File: src/rtl/riscv_params_pkg.sv
`default_nettype none
// ============================================================================
// Module      : riscv_params_pkg
// Description : Core-wide parameters and the shared types used by the
//               data-memory arbiter: sequencer state encoding, the
//               registered memory command, and the default memory latency.
// Revision    : 1.0 - initial release
// ============================================================================
package riscv_params_pkg;

    localparam int INSTR_WIDTH    = 32;
    localparam int DATA_MEM_DEPTH = 65536;
    // Word-address width of the data memory. The command struct is sized
    // from this, so an arbiter built with a different DEPTH truncates or
    // zero-extends through explicit casts.
    localparam int DMEM_WORD_AW   = $clog2(DATA_MEM_DEPTH);
    localparam int DMEM_LATENCY   = 1;

    typedef enum logic [1:0] {
        IDLE   = 2'd0,
        ACCESS = 2'd1,
        WAIT   = 2'd2,
        RESP   = 2'd3
    } dmem_arb_state_e;

    typedef struct packed {
        logic                    we;
        logic [DMEM_WORD_AW-1:0] addr;
        logic [INSTR_WIDTH-1:0]  wdata;
    } dmem_cmd_t;

endpackage
`default_nettype wire

File: src/rtl/rr_arb2.sv
`default_nettype none
// ============================================================================
// Module      : rr_arb2
// Description : Combinational two-requester round-robin pick. When both
//               requesters are active the one not granted last wins.
// Ports       : i_a_req, i_b_req  - requests
//               i_last_grant_b    - 1 when port B received the previous grant
//               o_valid           - at least one request present
//               o_grant_b         - 1 selects port B, 0 selects port A
// Revision    : 1.0 - initial release
// ============================================================================
module rr_arb2 (
    input  logic i_a_req,
    input  logic i_b_req,
    input  logic i_last_grant_b,
    output logic o_valid,
    output logic o_grant_b
);

    always_comb begin
        o_valid = i_a_req | i_b_req;
        if (i_a_req && i_b_req) begin
            o_grant_b = ~i_last_grant_b;
        end else begin
            o_grant_b = i_b_req;
        end
    end

endmodule
`default_nettype wire

File: src/rtl/dmem_arbiter.sv
`default_nettype none
// ============================================================================
// Module      : dmem_arbiter
// Description : Shares the single-port data memory between the pipeline
//               memory stage (port A) and the debug/loader port (port B).
//               Each grant issues a one-cycle memory command, waits the
//               fixed read latency and returns a one-cycle ack with data.
// Ports       : clk, rst                   - clock, async active-high reset
//               {a,b}_req/_we/_addr/_wdata - requester command
//               {a,b}_ack/_rdata/_err      - requester response
//               stall_a                    - port A waiting for its ack
//               busy                       - sequencer not idle
//               mem_en/_we/_addr/_wdata    - memory command
//               mem_rdata                  - memory read data
// Revision    : 1.0 - initial release
// ============================================================================
module dmem_arbiter
    import riscv_params_pkg::*;
#(
    parameter int DATA_WIDTH  = 32,
    parameter int ADDR_WIDTH  = 32,
    parameter int DEPTH       = 65536,
    parameter int MEM_LATENCY = DMEM_LATENCY
) (
    input  logic                     clk,
    input  logic                     rst,
    input  logic                     a_req,
    input  logic                     a_we,
    input  logic [ADDR_WIDTH-1:0]    a_addr,
    input  logic [DATA_WIDTH-1:0]    a_wdata,
    output logic                     a_ack,
    output logic [DATA_WIDTH-1:0]    a_rdata,
    output logic                     a_err,
    input  logic                     b_req,
    input  logic                     b_we,
    input  logic [ADDR_WIDTH-1:0]    b_addr,
    input  logic [DATA_WIDTH-1:0]    b_wdata,
    output logic                     b_ack,
    output logic [DATA_WIDTH-1:0]    b_rdata,
    output logic                     b_err,
    output logic                     stall_a,
    output logic                     busy,
    output logic                     mem_en,
    output logic                     mem_we,
    output logic [$clog2(DEPTH)-1:0] mem_addr,
    output logic [DATA_WIDTH-1:0]    mem_wdata,
    input  logic [DATA_WIDTH-1:0]    mem_rdata
);

    localparam int c_MEM_AW = $clog2(DEPTH);

    dmem_arb_state_e        state_q, state_d;
    dmem_cmd_t              cmd_q, cmd_d;
    logic                   last_grant_b_q, last_grant_b_d;
    logic                   grant_b_q, grant_b_d;
    logic                   err_q, err_d;
    logic [3:0]             cnt_q, cnt_d;
    logic [DATA_WIDTH-1:0]  a_rdata_q, a_rdata_d;
    logic [DATA_WIDTH-1:0]  b_rdata_q, b_rdata_d;

    logic                   w_pick_valid;
    logic                   w_pick_b;
    logic                   w_sel_we;
    logic [ADDR_WIDTH-1:0]  w_sel_addr;
    logic [DATA_WIDTH-1:0]  w_sel_wdata;
    logic                   w_oor;

    rr_arb2 u_rr_arb2 (
        .i_a_req        (a_req),
        .i_b_req        (b_req),
        .i_last_grant_b (last_grant_b_q),
        .o_valid        (w_pick_valid),
        .o_grant_b      (w_pick_b)
    );

    assign w_sel_we    = w_pick_b ? b_we    : a_we;
    assign w_sel_addr  = w_pick_b ? b_addr  : a_addr;
    assign w_sel_wdata = w_pick_b ? b_wdata : a_wdata;
    // Widen both sides so the range check is exact for any ADDR_WIDTH.
    assign w_oor       = 64'(w_sel_addr) >= 64'(DEPTH);

    always_comb begin
        state_d        = state_q;
        cmd_d          = cmd_q;
        last_grant_b_d = last_grant_b_q;
        grant_b_d      = grant_b_q;
        err_d          = err_q;
        cnt_d          = cnt_q;
        a_rdata_d      = a_rdata_q;
        b_rdata_d      = b_rdata_q;
        case (state_q)
            IDLE: begin
                if (w_pick_valid) begin
                    last_grant_b_d = w_pick_b;
                    grant_b_d      = w_pick_b;
                    err_d          = w_oor;
                    if (w_oor) begin
                        // No memory command; the command registers keep the
                        // last issued command so mem_addr holds its value.
                        state_d = RESP;
                        if (w_pick_b) begin
                            b_rdata_d = '0;
                        end else begin
                            a_rdata_d = '0;
                        end
                    end else begin
                        state_d     = ACCESS;
                        cmd_d.we    = w_sel_we;
                        cmd_d.addr  = DMEM_WORD_AW'(w_sel_addr);
                        cmd_d.wdata = INSTR_WIDTH'(w_sel_wdata);
                    end
                end
            end
            ACCESS: begin
                cnt_d   = 4'(MEM_LATENCY - 1);
                state_d = WAIT;
            end
            WAIT: begin
                if (cnt_q == 4'd0) begin
                    if (!cmd_q.we) begin
                        if (grant_b_q) begin
                            b_rdata_d = mem_rdata;
                        end else begin
                            a_rdata_d = mem_rdata;
                        end
                    end
                    state_d = RESP;
                end else begin
                    cnt_d = cnt_q - 4'd1;
                end
            end
            RESP: begin
                state_d = IDLE;
            end
            default: begin
                state_d = IDLE;
            end
        endcase
    end

    always_ff @(posedge clk or posedge rst) begin
        if (rst) begin
            state_q        <= IDLE;
            cmd_q          <= '0;
            last_grant_b_q <= 1'b1;
            grant_b_q      <= 1'b0;
            err_q          <= 1'b0;
            cnt_q          <= 4'd0;
            a_rdata_q      <= '0;
            b_rdata_q      <= '0;
        end else begin
            state_q        <= state_d;
            cmd_q          <= cmd_d;
            last_grant_b_q <= last_grant_b_d;
            grant_b_q      <= grant_b_d;
            err_q          <= err_d;
            cnt_q          <= cnt_d;
            a_rdata_q      <= a_rdata_d;
            b_rdata_q      <= b_rdata_d;
        end
    end

    // Strobes decode straight from the state flop so an asynchronous reset
    // removes them within the same cycle.
    assign a_ack     = (state_q == RESP) && !grant_b_q;
    assign b_ack     = (state_q == RESP) &&  grant_b_q;
    assign a_err     = a_ack && err_q;
    assign b_err     = b_ack && err_q;
    assign a_rdata   = a_rdata_q;
    assign b_rdata   = b_rdata_q;
    assign stall_a   = a_req && !a_ack;
    assign busy      = (state_q != IDLE);
    assign mem_en    = (state_q == ACCESS);
    assign mem_we    = mem_en && cmd_q.we;
    assign mem_addr  = c_MEM_AW'(cmd_q.addr);
    assign mem_wdata = mem_en ? DATA_WIDTH'(cmd_q.wdata) : '0;

endmodule
`default_nettype wire

File: config.mk
export PLATFORM = sky130hd
export DESIGN_NAME = dmem_arbiter
export DESIGN_NICKNAME = d
export VERILOG_FILES = /design/src/rtl/riscv_params_pkg.sv /design/src/rtl/rr_arb2.sv /design/src/rtl/dmem_arbiter.sv
export SDC_FILE = /design/constraint.sdc
export NUM_CORES = 1
export LEC_CHECK = 0
export BUFFER_PORTS_ARGS = -buffer_cell sky130_fd_sc_hd__buf_2
export CAP_MARGIN = 40
export CORE_ASPECT_RATIO = 0.8
export CORE_MARGIN = 5
export CORE_UTILIZATION = 42
export CTS_CLUSTER_DIAMETER = 200
export CTS_CLUSTER_SIZE = 14
export DETAILED_ROUTE_END_ITERATION = 7
export MAX_ROUTING_LAYER = met4
export PLACE_DENSITY_LB_ADDON = 0.25
export SLEW_MARGIN = 30
export SYNTH_ARGS = -nofsm -noshare
export SYNTH_HDL_FRONTEND = slang
export SYNTH_SLANG_ARGS = --single-unit
File: constraint.sdc
create_clock -name clk -period 3.75 [get_ports clk]
set_input_delay 0.75 -clock clk [delete_from_list [all_inputs] [get_ports clk]]
set_output_delay 0.75 -clock clk [all_outputs]
set_load 0.02 [all_outputs]
==> Word-level counts from Yosys, hierarchy flattened <==
Cells that the tools add are included.
{ "totals": {"out_inout_bits": 120, "input_bits": 166, "regBits": 122} }
{ "classes": {"n_lt_le_gt_ge": 1, "addsub": 1, "eq_ne": 12, "mux": 25, "reduce_logical": 20, "bitwise_logic": 3} }
{ "op_table": {"columns": ["cell", "count"], "rows": [
  ["32-bit 2-to-1 mux", 15],
  ["32-bit case mux with 2 select lines", 2],
  ["32-bit by 17-bit >= comparator with 1-bit output (second input constant)", 1],
  ["2-bit inequality test (second input constant)", 8],
  ["7-bit AND reduction", 2],
  ["2-bit case mux with 4 select lines", 1],
  ["4-bit case mux with 2 select lines", 1],
  ["1-bit logical AND", 7],
  ["2-bit 2-to-1 mux", 3],
  ["2-bit AND reduction", 3],
  ["2-bit nonzero test", 3],
  ["2-bit equality test (second input constant)", 2],
  ["4-bit logical NOT", 1],
  ["4-bit 2-to-1 mux", 1],
  ["4-bit by 1-bit subtractor with 4-bit output (second input constant)", 1],
  ["3-bit AND reduction", 1],
  ["2-bit by 1-bit equality test with 1-bit output (second input constant)", 1],
  ["1-bit logical NOT", 2],
  ["2-bit logical NOT", 1],
  ["1-bit 2-to-1 mux", 2],
  ["2-bit by 1-bit inequality test with 1-bit output (second input constant)", 1],
  ["1-bit NOT", 2],
  ["1-bit bitwise OR", 1]
]} }

==> Depth between registers and ports, before layout <==
Gate-level depths: netlist (run 1).
{ "depth": {"ltp_word": 7, "ltp_mapped": 10, "ltp_nobuf": 7} }

==> Modules after synthesis <==
A second synthesis (run 1) with hierarchy kept.
{ "unflattened": {"cells_unflattened": 497, "area_unflattened_um2": 5626.6} }
{ "by_module_without_submodules": {"columns": ["module", "cells_each", "n_inst", "area_per_inst_um2", "seq_area_each_um2"], "rows": [
  ["dmem_arbiter", 495, 1, 5612.9, 3054.2],
  ["rr_arb2", 2, 1, 13.8, 0.0]
]} }

==> Least setup slack after synthesis (run 1) <==
No wires, ideal clock.
{ "synth_timing": {"path_type": "input -> register", "startpoint": "in b_addr[26]", "endpoint": "reg cmd_q[0] (netlist bit)", "setup_slack_ps": 1190, "stages": 8, "arrival_time_ps": 2428, "required_ps": 3618, "setup_ps": 132, "n_path_buf": 3, "path_cell_list": "or4_1 or4_1 o32a_1 buf_2 buf_6 buf_6 nand2_1 o21ai_1"} }
{ "synth_via": {"elab_chain_cells": 4} }
{ "synth_rtl": {"columns": ["item", "line", "text"], "rows": [
  ["start: declaration", "dmem_arbiter.sv:36", "input logic [ADDR_WIDTH-1:0] b_addr,"],
  ["32-bit 2-to-1 mux", "dmem_arbiter.sv:77", "assign w_sel_addr = w_pick_b ? b_addr : a_addr;"],
  ["32-bit by 17-bit >= comparator with 1-bit output", "dmem_arbiter.sv:80", "assign w_oor = 64'(w_sel_addr) >= 64'(DEPTH);"],
  ["1-bit NOT (no source line)", null, null],
  ["3-bit AND reduction (no source line)", null, null],
  ["end signal: assignment", "dmem_arbiter.sv:153", "cmd_q <= cmd_d;"],
  ["end: declaration", "dmem_arbiter.sv:53", "dmem_cmd_t cmd_q, cmd_d;"]
]} }
Every way passes these cells.
A chain may end at the register's enable or synchronous reset.

==> Worst setup path after layout (run 1) <==
{ "layout_timing": {"startpoint": "reg cnt_q[0]", "endpoint": "reg b_rdata_q[8], in the netlist b_rdata[8]"} }
{ "layout_via": {"elab_chain_cells": 3} }
{ "layout_rtl": {"columns": ["item", "line", "text"], "rows": [
  ["start: declaration", "dmem_arbiter.sv:57", "logic [3:0] cnt_q, cnt_d;"],
  ["start signal: assignment", "dmem_arbiter.sv:157", "cnt_q <= cnt_d;"],
  ["4-bit logical NOT", "dmem_arbiter.sv:119", "if (cnt_q == 4'd0) begin"],
  ["2-bit inequality test (no source line)", null, null],
  ["7-bit AND reduction (no source line)", null, null],
  ["end signal: assignment", "dmem_arbiter.sv:159", "b_rdata_q <= b_rdata_d;"],
  ["end: declaration", "dmem_arbiter.sv:59", "logic [DATA_WIDTH-1:0] b_rdata_q, b_rdata_d;"]
]} }
Every way passes these cells.

==> results of run 1 <==
[area by class of cell]
cell class	count	area, µm²
clock inverters	15	137.6
clock buffers	17	425.4
well taps	180	225.2
fillers	1222	5677
multi-input cells	401	2387
repair buffers	295	1559
flip-flops and latches	122	3054
inverters	9	37.54
[layer usage]
layer / vias up / GRT usage
li1: 2551 / -
met4: 0 / 0.04842
met2: 180 / 0.3013
met1: 2266 / 0.2509
met3: 16 / 0.05261
met5: - / -
[through the flow]
step                  util  power (mW)
CTS                 0.5776       5.059
detailed placement  0.5359       3.490
floorplan                -       2.853
finish              0.5796       4.988
global route        0.5796       5.323
global placement    0.5359       3.467
[worst max-delay path: cells and delay by family (launching register included)]
family | cells | cell delay, ps
AO/OA/AOI/OAI | 3 | 620
adder cells (fa/ha/maj) | 1 | 150
AND/OR/NAND/NOR | 2 | 920
buffers and inverters | 2 | 470
flip-flops | 1 | 400
[state kept, by name (all words and copies together), names as in the netlist]
signal / flops
cmd_q: 33
b_rdata: 32
cnt_q: 4
grant_b_q: 1
a_rdata: 32
state_q: 2
err_q: 1
last_grant_b_q: 1
mem_addr: 16
[synthesized netlist by cell type (3+ instances only)]
cell type / count / area (µm²)
buf_6: 3 / 33.78
o21ai_1: 20 / 100.1
dfrtp_1: 121 / 3028
nor4_1: 6 / 37.54
inv_1: 9 / 33.78
and2_1: 36 / 225.2
o31ai_1: 31 / 232.7
buf_4: 16 / 120.1
a21oi_1: 3 / 15.01
o21ai_0: 97 / 485.5
mux2i_1: 49 / 490.5
or4_1: 3 / 22.52
ha_1: 5 / 62.56
clkbuf_1: 31 / 116.4
buf_2: 7 / 35.03
nor2_1: 7 / 26.28
nand2_1: 115 / 431.7
nand3_1: 4 / 20.02
mux2_2: 3 / 33.78
[worst max path at each step]
stage,from,end,slack (ps),cells past startpoint
CTS,cnt_q[0]$_DFFE_PP0P_,b_rdata[8]$_DFFE_PP0P_,1030,8
finish,cnt_q[0]$_DFFE_PP0P_,b_rdata[8]$_DFFE_PP0P_,1050,8
global placement,b_addr[26],mem_addr[6]$_DFFE_PP0P_,860,7
global route,cnt_q[0]$_DFFE_PP0P_,b_rdata[8]$_DFFE_PP0P_,800,8
floorplan,b_addr[26],cmd_q[0]$_DFFE_PP0P_,1190,8
detailed placement,b_addr[26],mem_addr[15]$_DFFE_PP0P_,840,7
[power groups by stage]
stage	clock, mW	sequential (mW)	combinational (mW)
floorplan	0	1.89	0.959
global placement	0	1.68	1.79
detailed placement	0	1.68	1.81
CTS	1.58	1.66	1.82
global route	1.64	1.69	1.99
finish	1.54	1.66	1.79
[cell families after synthesis]
kind of cell,count (synthesis)
buffers and inverters,69
flip-flops,122
multiplexers,52
XOR/XNOR,1
adder cells (fa/ha/maj),5
AO/OA/AOI/OAI,160
AND/OR/NAND/NOR,183
==> summary.md, run 1 <==
| Metric | Value |
|---|---|
| Syn_nets | `763` |
| Simple-gate share of the synthesized area | `0.1462` |
| Via/cell ratio | `4.825` |
| M1 wire length | `6489 µm` |
| Cells on worst reg2reg path | `8` |
| Setup TNS | `0 ps` |
| P_int | `3.062 mW` |
| Post-CTS resize count | `0` |
| Crit Path Category | `flip-flop to flip-flop` |
| Total die area | `16,150 µm²` |
| Vias in the first global route | `4,823` |
| Clock transition at the registers of the reported paths | `60 ps` |
| PwrDens | `637.3 nW/µm²` |
| Antenna violations before repair | `0` |
| DIE WIDTH | `140.9 µm` |
| Worst-skew pair later-pin latency | `410 ps` |
| # rows | `38` |
| Nets | `1,017` |
| CTS buffer count | `17` |
| Post-synth EDFFs | `0` |
| Clk network pwr share | `0.308` |
| Gate power share | `0.359` |
| Slowest-stage cell, CP | `nand3_2` |
| Layout Skew | `10.20 ps` |
| Pre-CTS setup slack | `835.2 ps` |
| WL final | `15,180 µm` |
| Top Layer Used | `met4` |
| Starting Density | `0.4261` |
| Synth Area in Adders | `0.01087` |
| H-tree depth | `4` |
| TritonCTS clock tree | `yes` |
| Avg Cell Area, Syn | `9.718 µm²` |
| Synthesized instance count | `592` |
| Worst r2r src | `cnt_q[0]$_DFFE_PP0P_` |
| Cells after DPL | `1,006` |
| Clock sinks | `122` |
| Total gr overflow | `0` |
| Critical Path Max Stage Delay | `530 ps` |
| Largest family of logic cells by synthesized area | `compound AO/OA/AOI/OAI gates` |
| Die Y-Extent | `114.7 µm` |
| Most frequent cells in the layout | `buf_2, dfrtp_1, nand2_1` |
| Vias | `5,013` |
| Min-Delay Startpoint | `a_rdata[0]$_DFFE_PP0P_` |
| Commonest non-fill, non-tap cell in the layout | `buf_2` |
| Clk buf depth | `2` |
| Area grow syn2layout | `36.04%` |
| CP Cell Sequence | `inv_1 -> ha_1 -> or3b_1 -> a21oi_1 -> nand3_2 -> buf_4 -> o21ai_0 -> o31ai_1` |
| Top Ports | `286` |
| Fin crit share | `0.7199` |
| RSZ-0062 raised after global routing | `no` |
| Routed wl met3 | `1054 µm` |
| Hold Path Sink | `a_rdata[0]$_DFFE_PP0P_` |
| Root buffer cell | `clkbuf_16` |
| Slew Limit Fails | `0` |
| Crit path required time | `4030 ps` |
| CP Launch Type | `flip-flop` |
| Hold path depth | `2` |
| Reg2reg end | `b_rdata[8]$_DFFE_PP0P_` |
| Switch Pwr | `1.926 mW` |
| Final setup fails | `0` |
| Hold Buf Count CTS | `0` |
| Port Buf Inserts | `285` |
| Design Area, Final | `7826 µm²` |
| Synth Register Bits | `122` |
| Mapped Area | `5753 µm²` |
| Crit. End Element | `flip-flop` |
| Worst slew pin tran | `780.7 ps` |
| Status | `finished clean` |
| Antenna viol nets, final | `0` |
| Hold Slack | `468.7 ps` |
| Xor and xnor fraction of the mapped netlist area | `0.001522` |
| Crit Path Max Fanout | `31` |
| Placer congestion estimate | `0.7670` |
| Max Cap Violations | `0` |
| Worst VDD drop | `0.3588 mV` |
| Max_slew headroom | `0.4795` |
| Final Worst Setup Slack | `1050 ps` |
| FMAX | `370.4 MHz` |
| # DRC | `0` |
| Post CTS Setup Buffer Count | `0` |
| Final hold viol count | `0` |
| Post-synthesis mux area share | `0.09113` |
| Non-filler cells, final | `1,039` |
| LEAKAGE | `4.122 nW` |
| Largest net degree at the start of global routing | `123` |
| Reg2reg setup slack | `1050 ps` |
| Share of cells above drive strength 1 | `0.3946` |
| Final min period | `2700 ps` |
| Switching Share | `0.3862` |
| Met2 Wirelength | `7490 µm` |
| Worst Hold Class | `flip-flop to flip-flop` |
| Area post-placement | `7236 µm²` |
| Iteration-0 DRC count of the detailed router | `236` |
| Primary FF master, synth | `dfrtp_1` |
| Detail Placement HPWL | `11,110 µm` |
| Flop pwr share | `0.333` |
| GRT Total Usage | `0.1927` |
| Yosys cell types | `40` |
| CP Data Arrival Time | `2980 ps` |
| Synth Area in Compound Gates | `0.1581` |
| Ys Warns | `0` |
| Share of synthesized registers carrying an async set or reset | `1.000` |
| WL/cell | `14.61 µm` |
| Post-synthesis sequential area ratio | `0.5309` |
| ANT cells | `0` |
| Placeable Area | `13,500 µm²` |
| First-pass GRT wire length | `24,190 µm` |
| DRT Pass-1 Iters | `4` |
Power figures use the tool's default switching activity.
==> run 2: changes to the inputs <==
==> constraint.sdc (replaced) <==
create_clock -name clk -period 2.4 [get_ports clk]
set_input_delay 0.48 -clock clk [delete_from_list [all_inputs] [get_ports clk]]
set_output_delay 0.48 -clock clk [all_outputs]
set_load 0.02 [all_outputs]
==> run 2 against run 1 <==
Hold slack worse by 230 ps. Non-clock buffer count grew 10. Power is 63% higher. Clock skew barely moved. First-iteration DRC count rose by 12%. Clock power is 71% higher. Die area is the same. Critical path type unchanged. Largest power group unchanged.
==> summary.md, run 2 (same netlist as run 1, synthesis figures left out) <==
| Metric | Value |
|---|---|
| Clk buf depth | `2 (unchanged)` |
| Share of cells above drive strength 1 | `0.4028 (was 0.3946)` |
| RSZ-0062 raised after global routing | `no (unchanged)` |
| Slew Limit Fails | `0 (unchanged)` |
| WL/cell | `14.74 µm (was 14.61 µm)` |
| CTS buffer count | `17 (unchanged)` |
| Iteration-0 DRC count of the detailed router | `265 (was 236)` |
| Die Y-Extent | `114.7 µm (unchanged)` |
| PwrDens | `1023 nW/µm² (was 637.3 nW/µm²)` |
| # DRC | `0 (unchanged)` |
| Max FFs per register | `33 (unchanged)` |
| Vias | `5,040 (was 5,013)` |
| Hold Buf Count CTS | `0 (unchanged)` |
| Total die area | `16,150 µm² (unchanged)` |
| Status | `finished clean (unchanged)` |
| FMAX | `444.4 MHz (was 370.4 MHz)` |
| Clock transition at the registers of the reported paths | `60 ps (about the same)` |
| Clock sinks | `122 (unchanged)` |
| Total gr overflow | `0 (unchanged)` |
| Largest reg by FF count | `cmd_q (unchanged)` |
| Routed wl met3 | `949 µm (was 1054 µm)` |
| Max_slew headroom | `0.5476 (was 0.4795)` |
| First-pass GRT wire length | `24,860 µm (was 24,190 µm)` |
| Crit. End Element | `flip-flop (unchanged)` |
| Reg2reg setup slack | `150 ps (was 1050 ps)` |
| DRT Pass-1 Iters | `4 (unchanged)` |
| Placer congestion estimate | `0.7889 (was 0.7670)` |
| Top Ports | `286 (unchanged)` |
| Met2 Wirelength | `7539 µm (was 7490 µm)` |
| Placeable Area | `13,500 µm² (unchanged)` |
| LEAKAGE | `4.203 nW (was 4.122 nW)` |
| Final Worst Setup Slack | `149.8 ps (was 1050 ps)` |
| Crit Path Category | `flip-flop to flip-flop (unchanged)` |
| Detail Placement HPWL | `11,570 µm (was 11,110 µm)` |
| Starting Density | `0.4261 (unchanged)` |
| Tot Pwr | `8.142 mW (was 4.988 mW)` |
| Pre-CTS setup slack | `-25.39 ps (was 835.2 ps)` |
| Final setup fails | `0 (unchanged)` |
| Hold Slack | `243.6 ps (was 468.7 ps)` |
| Worst slew pin tran | `678.7 ps (was 780.7 ps)` |
| Via/cell ratio | `4.805 (was 4.825)` |
| Worst-skew pair later-pin latency | `410 ps (about the same)` |
| Port Buf Inserts | `285 (unchanged)` |
| M1 wire length | `6735 µm (was 6489 µm)` |
| Layout Skew | `10.61 ps (was 10.20 ps)` |
| Nets | `1,027 (was 1,017)` |
| Final hold viol count | `0 (unchanged)` |
| Crit Path Max Fanout | `39 (was 31)` |
| DIE WIDTH | `140.9 µm (unchanged)` |
| Max Cap Violations | `0 (unchanged)` |
| H-tree depth | `4 (unchanged)` |
| Antenna violations before repair | `0 (unchanged)` |
| Top Layer Used | `met4 (unchanged)` |
| TritonCTS clock tree | `yes (unchanged)` |
| Antenna viol nets, final | `0 (unchanged)` |
| Fin crit share | `0.9376 (was 0.7199)` |
| Largest net degree at the start of global routing | `123 (unchanged)` |
| Root buffer cell | `clkbuf_16 (unchanged)` |
| ANT cells | `0 (unchanged)` |
| WL final | `15,460 µm (was 15,180 µm)` |
| Vias in the first global route | `4,991 (was 4,823)` |
| Crit path required time | `2710 ps (was 4030 ps)` |
| Setup TNS | `0 ps (unchanged)` |
| Cells after DPL | `1,017 (was 1,006)` |
| GRT Total Usage | `0.1973 (was 0.1927)` |
| Worst VDD drop | `0.5172 mV (was 0.3588 mV)` |
| CP Data Arrival Time | `2560 ps (was 2980 ps)` |
| Final min period | `2250 ps (was 2700 ps)` |
| Most frequent cells in the layout | `buf_2, dfrtp_1, nand2_1 (unchanged)` |
| Commonest non-fill, non-tap cell in the layout | `buf_2 (unchanged)` |
| # rows | `38 (unchanged)` |
| CP Launch Type | `flip-flop (unchanged)` |
| Area grow syn2layout | `38.41% (was 36.04%)` |
| Non-filler cells, final | `1,049 (was 1,039)` |
| Worst Hold Class | `primary input to async pin (was flip-flop to flip-flop)` |
run 2: cell count changes in the layout (fill, tap and decap cells not counted):
cell | previous run | this run
a21oi_1 | 3 | 2
a21oi_2 | 0 | 1
buf_12 | 3 | 5
buf_16 | 1 | 0
buf_4 | 6 | 15
bufinv_16 | 1 | 3
clkinv_2 | 3 | 2
clkinv_4 | 3 | 6
clkinvlp_4 | 4 | 1
inv_6 | 5 | 3
inv_8 | 0 | 1
run 2: where the power goes:
part	total [mW]	leakage [nW]	switching (mW)	internal, mW
Clock	2.64	0.304	0.986	1.65
Sequential	2.60	1.65	0.187	2.41
Combinational	2.90	2.25	1.88	1.02
run 2: worst paths after layout:
path / startpoint / endpoint / depth (start not counted)
hold reg to reg: mem_addr[6]$_DFFE_PP0P_ / mem_addr[6]$_DFFE_PP0P_ / 2
setup reg to reg: state_q[0]$_DFFE_PP0P_ / b_rdata[8]$_DFFE_PP0P_ / 9
min in group clk: a_addr[11] / mem_addr[11]$_DFFE_PP0P_ / 3
hold / removal: rst / a_rdata[25]$_DFFE_PP0P_ / 3
max in group asynchronous: rst / b_rdata[11]$_DFFE_PP0P_ / 3
setup / recovery: state_q[0]$_DFFE_PP0P_ / b_rdata[8]$_DFFE_PP0P_ / 9
run 2: repair_timing:
action | 4_1_cts | 5_1_grt
gates resized for setup | 0 | 1
endpoints found under the setup margin | 0 | 18
buffers inserted | 0 | 0
run 2: cell type report:
type / count / area (µm²)
Fill cell: 1236 / 5540
Sequential cell: 122 / 3054
Multi-Input combinational cell: 401 / 2391
Timing Repair Buffer: 305 / 1639
Clock buffer: 17 / 425.4
Tap cell: 180 / 225.2
Clock inverter: 15 / 190.2
Inverter: 9 / 37.54
run 2: metal layers:
| layer | vias up | global-route usage |
|---|---|---|
| met5 | - | - |
| met4 | 0 | 0.05939 |
| met3 | 23 | 0.05344 |
| met2 | 172 | 0.3109 |
| met1 | 2288 | 0.2512 |
| li1 | 2557 | - |
run 2: stage by stage:
stage	cell area (µm²)	utilization
after floorplan	5757	-
after global placement	7343	0.5438
after detailed placement	7343	0.5438
after CTS	7959	0.5894
after global routing	7963	0.5897
final	7963	0.5897
run 2: critical path: stages (launching register included):
cell     delay [ps]
dfrtp_1         410
inv_1            90
ha_1            200
nor4b_1         250
nand4_1         180
nor4_2          280
buf_4           280
buf_12          210
o21ai_0         140
o31ai_1         100
==> run 3: changes to the inputs <==
--- a/config.mk
+++ b/config.mk
@@ -7,9 +7,9 @@
 export LEC_CHECK = 0
 export BUFFER_PORTS_ARGS = -buffer_cell sky130_fd_sc_hd__buf_2
 export CAP_MARGIN = 40
-export CORE_ASPECT_RATIO = 0.8
-export CORE_MARGIN = 5
-export CORE_UTILIZATION = 42
+export CORE_ASPECT_RATIO = 1.2
+export CORE_MARGIN = 2
+export CORE_UTILIZATION = 31
 export CTS_CLUSTER_DIAMETER = 200
 export CTS_CLUSTER_SIZE = 14
 export DETAILED_ROUTE_END_ITERATION = 7
==> run 3 against run 2 <==
Final cell count is 4.3% higher. Non-clock buffer count is 2 higher. Hold slack worse by 56 ps. Clock power hardly changed. Core utilization is 15 points lower. Register-to-register slack better by 60 ps. Via count is 0.46% lower. Flip-flop and latch count stayed put. First-iteration DRC count is 37% lower. Cell area is 0.82% higher. Clock skew is 0.60 ps lower. Fmax is 1.3% higher. Largest cell class unchanged. Largest power group unchanged. Highest routed layer unchanged.
==> summary.md, run 3 (same netlist as run 1, synthesis figures left out) <==
| Metric | Value |
|---|---|
| PwrDens | `1017 nW/µm² (was 1023 nW/µm²)` |
| Max Cap Violations | `0 (unchanged)` |
| DIE WIDTH | `128.4 µm (was 140.9 µm)` |
| Largest net degree at the start of global routing | `81 (was 123)` |
| WL/cell | `14.24 µm (was 14.74 µm)` |
| Root buffer cell | `clkbuf_16 (unchanged)` |
| Flop pwr share | `0.318 (was 0.319)` |
| Largest reg by FF count | `cmd_q (unchanged)` |
| Hold Buf Count CTS | `0 (unchanged)` |
| Placeable Area | `18,170 µm² (was 13,500 µm²)` |
| Pre-CTS setup slack | `0.05040 ps (was -25.39 ps)` |
| # rows | `54 (was 38)` |
| Vias | `5,017 (was 5,040)` |
| Worst slew pin tran | `532.3 ps (was 678.7 ps)` |
| Slew Limit Fails | `0 (unchanged)` |
| Setup TNS | `0 ps (unchanged)` |
| TritonCTS clock tree | `yes (unchanged)` |
| Switching Share | `0.3623 (was 0.3755)` |
| Crit Path Max Fanout | `36 (was 39)` |
| CP Launch Type | `flip-flop (unchanged)` |
| Max_slew headroom | `0.6451 (was 0.5476)` |
| # DRC | `0 (unchanged)` |
| Crit. End Element | `primary output (was flip-flop)` |
| RSZ-0062 raised after global routing | `no (unchanged)` |
| Via/cell ratio | `4.586 (was 4.805)` |
| Post-CTS resize count | `0 (unchanged)` |
| Crit Path Category | `flip-flop to primary output (was flip-flop to flip-flop)` |
| Crit path required time | `1920 ps (was 2710 ps)` |
| Clk network pwr share | `0.323 (was 0.324)` |
| Worst Hold Class | `primary input to async pin (unchanged)` |
| Critical Path Max Stage Delay | `410 ps (about the same)` |
| Final setup fails | `0 (unchanged)` |
| Slowest-stage cell, CP | `dfrtp_1 (unchanged)` |
| Clk buf depth | `2 (unchanged)` |
| Layout Skew | `10.00 ps (was 10.61 ps)` |
| Placer congestion estimate | `0.7677 (was 0.7889)` |
| Final hold viol count | `0 (unchanged)` |
| CP Cell Sequence | `inv_1 -> ha_1 -> buf_4 -> and2_1 -> buf_2 (was inv_1 -> ha_1 -> nor4b_1 -> nand4_1 -> nor4_2 -> buf_4 -> buf_12 -> o21ai_0 -> o31ai_1)` |
| Final min period | `2222 ps (was 2250 ps)` |
| Area grow syn2layout | `39.54% (was 38.41%)` |
| Iteration-0 DRC count of the detailed router | `168 (was 265)` |
| Port Buf Inserts | `285 (unchanged)` |
| Nets | `1,029 (was 1,027)` |
| Most frequent cells in the layout | `buf_2, dfrtp_1, nand2_1 (unchanged)` |
| Switch Pwr | `2.957 mW (was 3.057 mW)` |
| Vias in the first global route | `5,077 (was 4,991)` |
| Total gr overflow | `0 (unchanged)` |
| Gate power share | `0.359 (was 0.357)` |
| Final Worst Setup Slack | `177.8 ps (was 149.8 ps)` |
| CP Data Arrival Time | `1740 ps (was 2560 ps)` |
| H-tree depth | `4 (unchanged)` |
| First-pass GRT wire length | `25,630 µm (was 24,860 µm)` |
| Antenna violations before repair | `0 (unchanged)` |
| Max FFs per register | `33 (unchanged)` |
| FMAX | `450.0 MHz (was 444.4 MHz)` |
| Detail Placement HPWL | `11,720 µm (was 11,570 µm)` |
| Worst-skew pair later-pin latency | `410 ps (about the same)` |
| WL final | `15,580 µm (was 15,460 µm)` |
| Commonest non-fill, non-tap cell in the layout | `buf_2 (unchanged)` |
| ANT cells | `0 (unchanged)` |
| LEAKAGE | `4.212 nW (was 4.203 nW)` |
| Status | `finished clean (unchanged)` |
| CTS buffer count | `17 (unchanged)` |
| Die Y-Extent | `153.2 µm (was 114.7 µm)` |
| Antenna viol nets, final | `0 (unchanged)` |
| GRT Total Usage | `0.1693 (was 0.1973)` |
| Total die area | `19,670 µm² (was 16,150 µm²)` |
| Worst VDD drop | `0.5052 mV (was 0.5172 mV)` |
| Share of cells above drive strength 1 | `0.4000 (was 0.4028)` |
| Top Ports | `286 (unchanged)` |
| DRT Pass-1 Iters | `5 (was 4)` |
| Post CTS Setup Buffer Count | `0 (unchanged)` |
| Fin crit share | `0.9259 (was 0.9376)` |
| Clock transition at the registers of the reported paths | `50 ps (was 60 ps)` |
| Clock sinks | `122 (unchanged)` |
| P_int | `5.206 mW (was 5.085 mW)` |
| Starting Density | `0.3165 (was 0.4261)` |
## run 3: cell types whose count changed in the layout (fill, tap and decap cells not counted), sizes merged
cell,delta
clkbuf,+7
clkinv,-5
inv,-4
buf,+2
clkinvlp,+1
## run 3: path summary, 6_finish.rpt
kind | from | slack [ps] | cells after the start | to
hold reg to reg | cmd_q[29]$_DFFE_PP0P_ | 470 | 2 | cmd_q[29]$_DFFE_PP0P_
setup reg to reg | state_q[0]$_DFFE_PP0P_ | 210 | 9 | b_rdata[24]$_DFFE_PP0P_
setup / recovery | state_q[1]$_DFFE_PP0P_ | 180 | 5 | mem_wdata[12]
min in group clk | a_wdata[7] | 350 | 3 | cmd_q[7]$_DFFE_PP0P_
hold / removal | rst | 190 | 3 | state_q[1]$_DFFE_PP0P_
max in group asynchronous | rst | 1760 | 3 | cmd_q[7]$_DFFE_PP0P_
## run 3: critical path: cells and delay by family (launching register included)
kind          cells  cell delay [ps]
buf+inv           3              560
flops             1              410
simple gates      1              210
fa+ha+maj         1              140
## run 3: routing by layer
| metal | part of all wire | track usage | wire (µm) | vias to the layer above |
|---|---|---|---|---|
| li1 | - | - | - | 2558 |
| met1 | 0.45 | 0.2093 | 6938 | 2257 |
| met2 | 0.48 | 0.2733 | 7554 | 185 |
| met3 | 0.056 | 0.04375 | 878 | 17 |
| met4 | 0.013 | 0.04867 | 208 | 0 |
| met5 | 0 | - | 0 | - |
## run 3: stage by stage
step | cells | power, mW | instance area, µm² | util | hold slack [ps]
2_1_floorplan | 592 | 4.458 | 5757 | - | 441.8
3_3_place_gp | 1063 | 5.591 | 7413 | 0.4079 | 452.9
3_5_place_dp | 1063 | 5.627 | 7413 | 0.4079 | 462.3
4_1_cts | 1094 | 8.316 | 8028 | 0.4417 | 212.4
5_1_grt | 1094 | 8.722 | 8028 | 0.4417 | 220.0
6_report | 1094 | 8.163 | 8028 | 0.4417 | 187.5
## run 3: area by class of cell
class,count,area [µm²]
clock buffers,24,501.7
repair buffers,307,1654
well taps,224,280.3
multi-input cells,401,2387
flip-flops and latches,122,3054
inverters,9,37.54
clock inverters,7,112.6
fillers,1824,10150
## run 3: power groups by stage
stage / Sequential (mW) / Combinational, mW / Clock [mW]
after floorplan: 2.96 / 1.50 / 0
after global placement: 2.63 / 2.96 / 0
after detailed placement: 2.64 / 2.99 / 0
after CTS: 2.60 / 3.00 / 2.71
after global routing: 2.65 / 3.26 / 2.81
final: 2.60 / 2.93 / 2.63
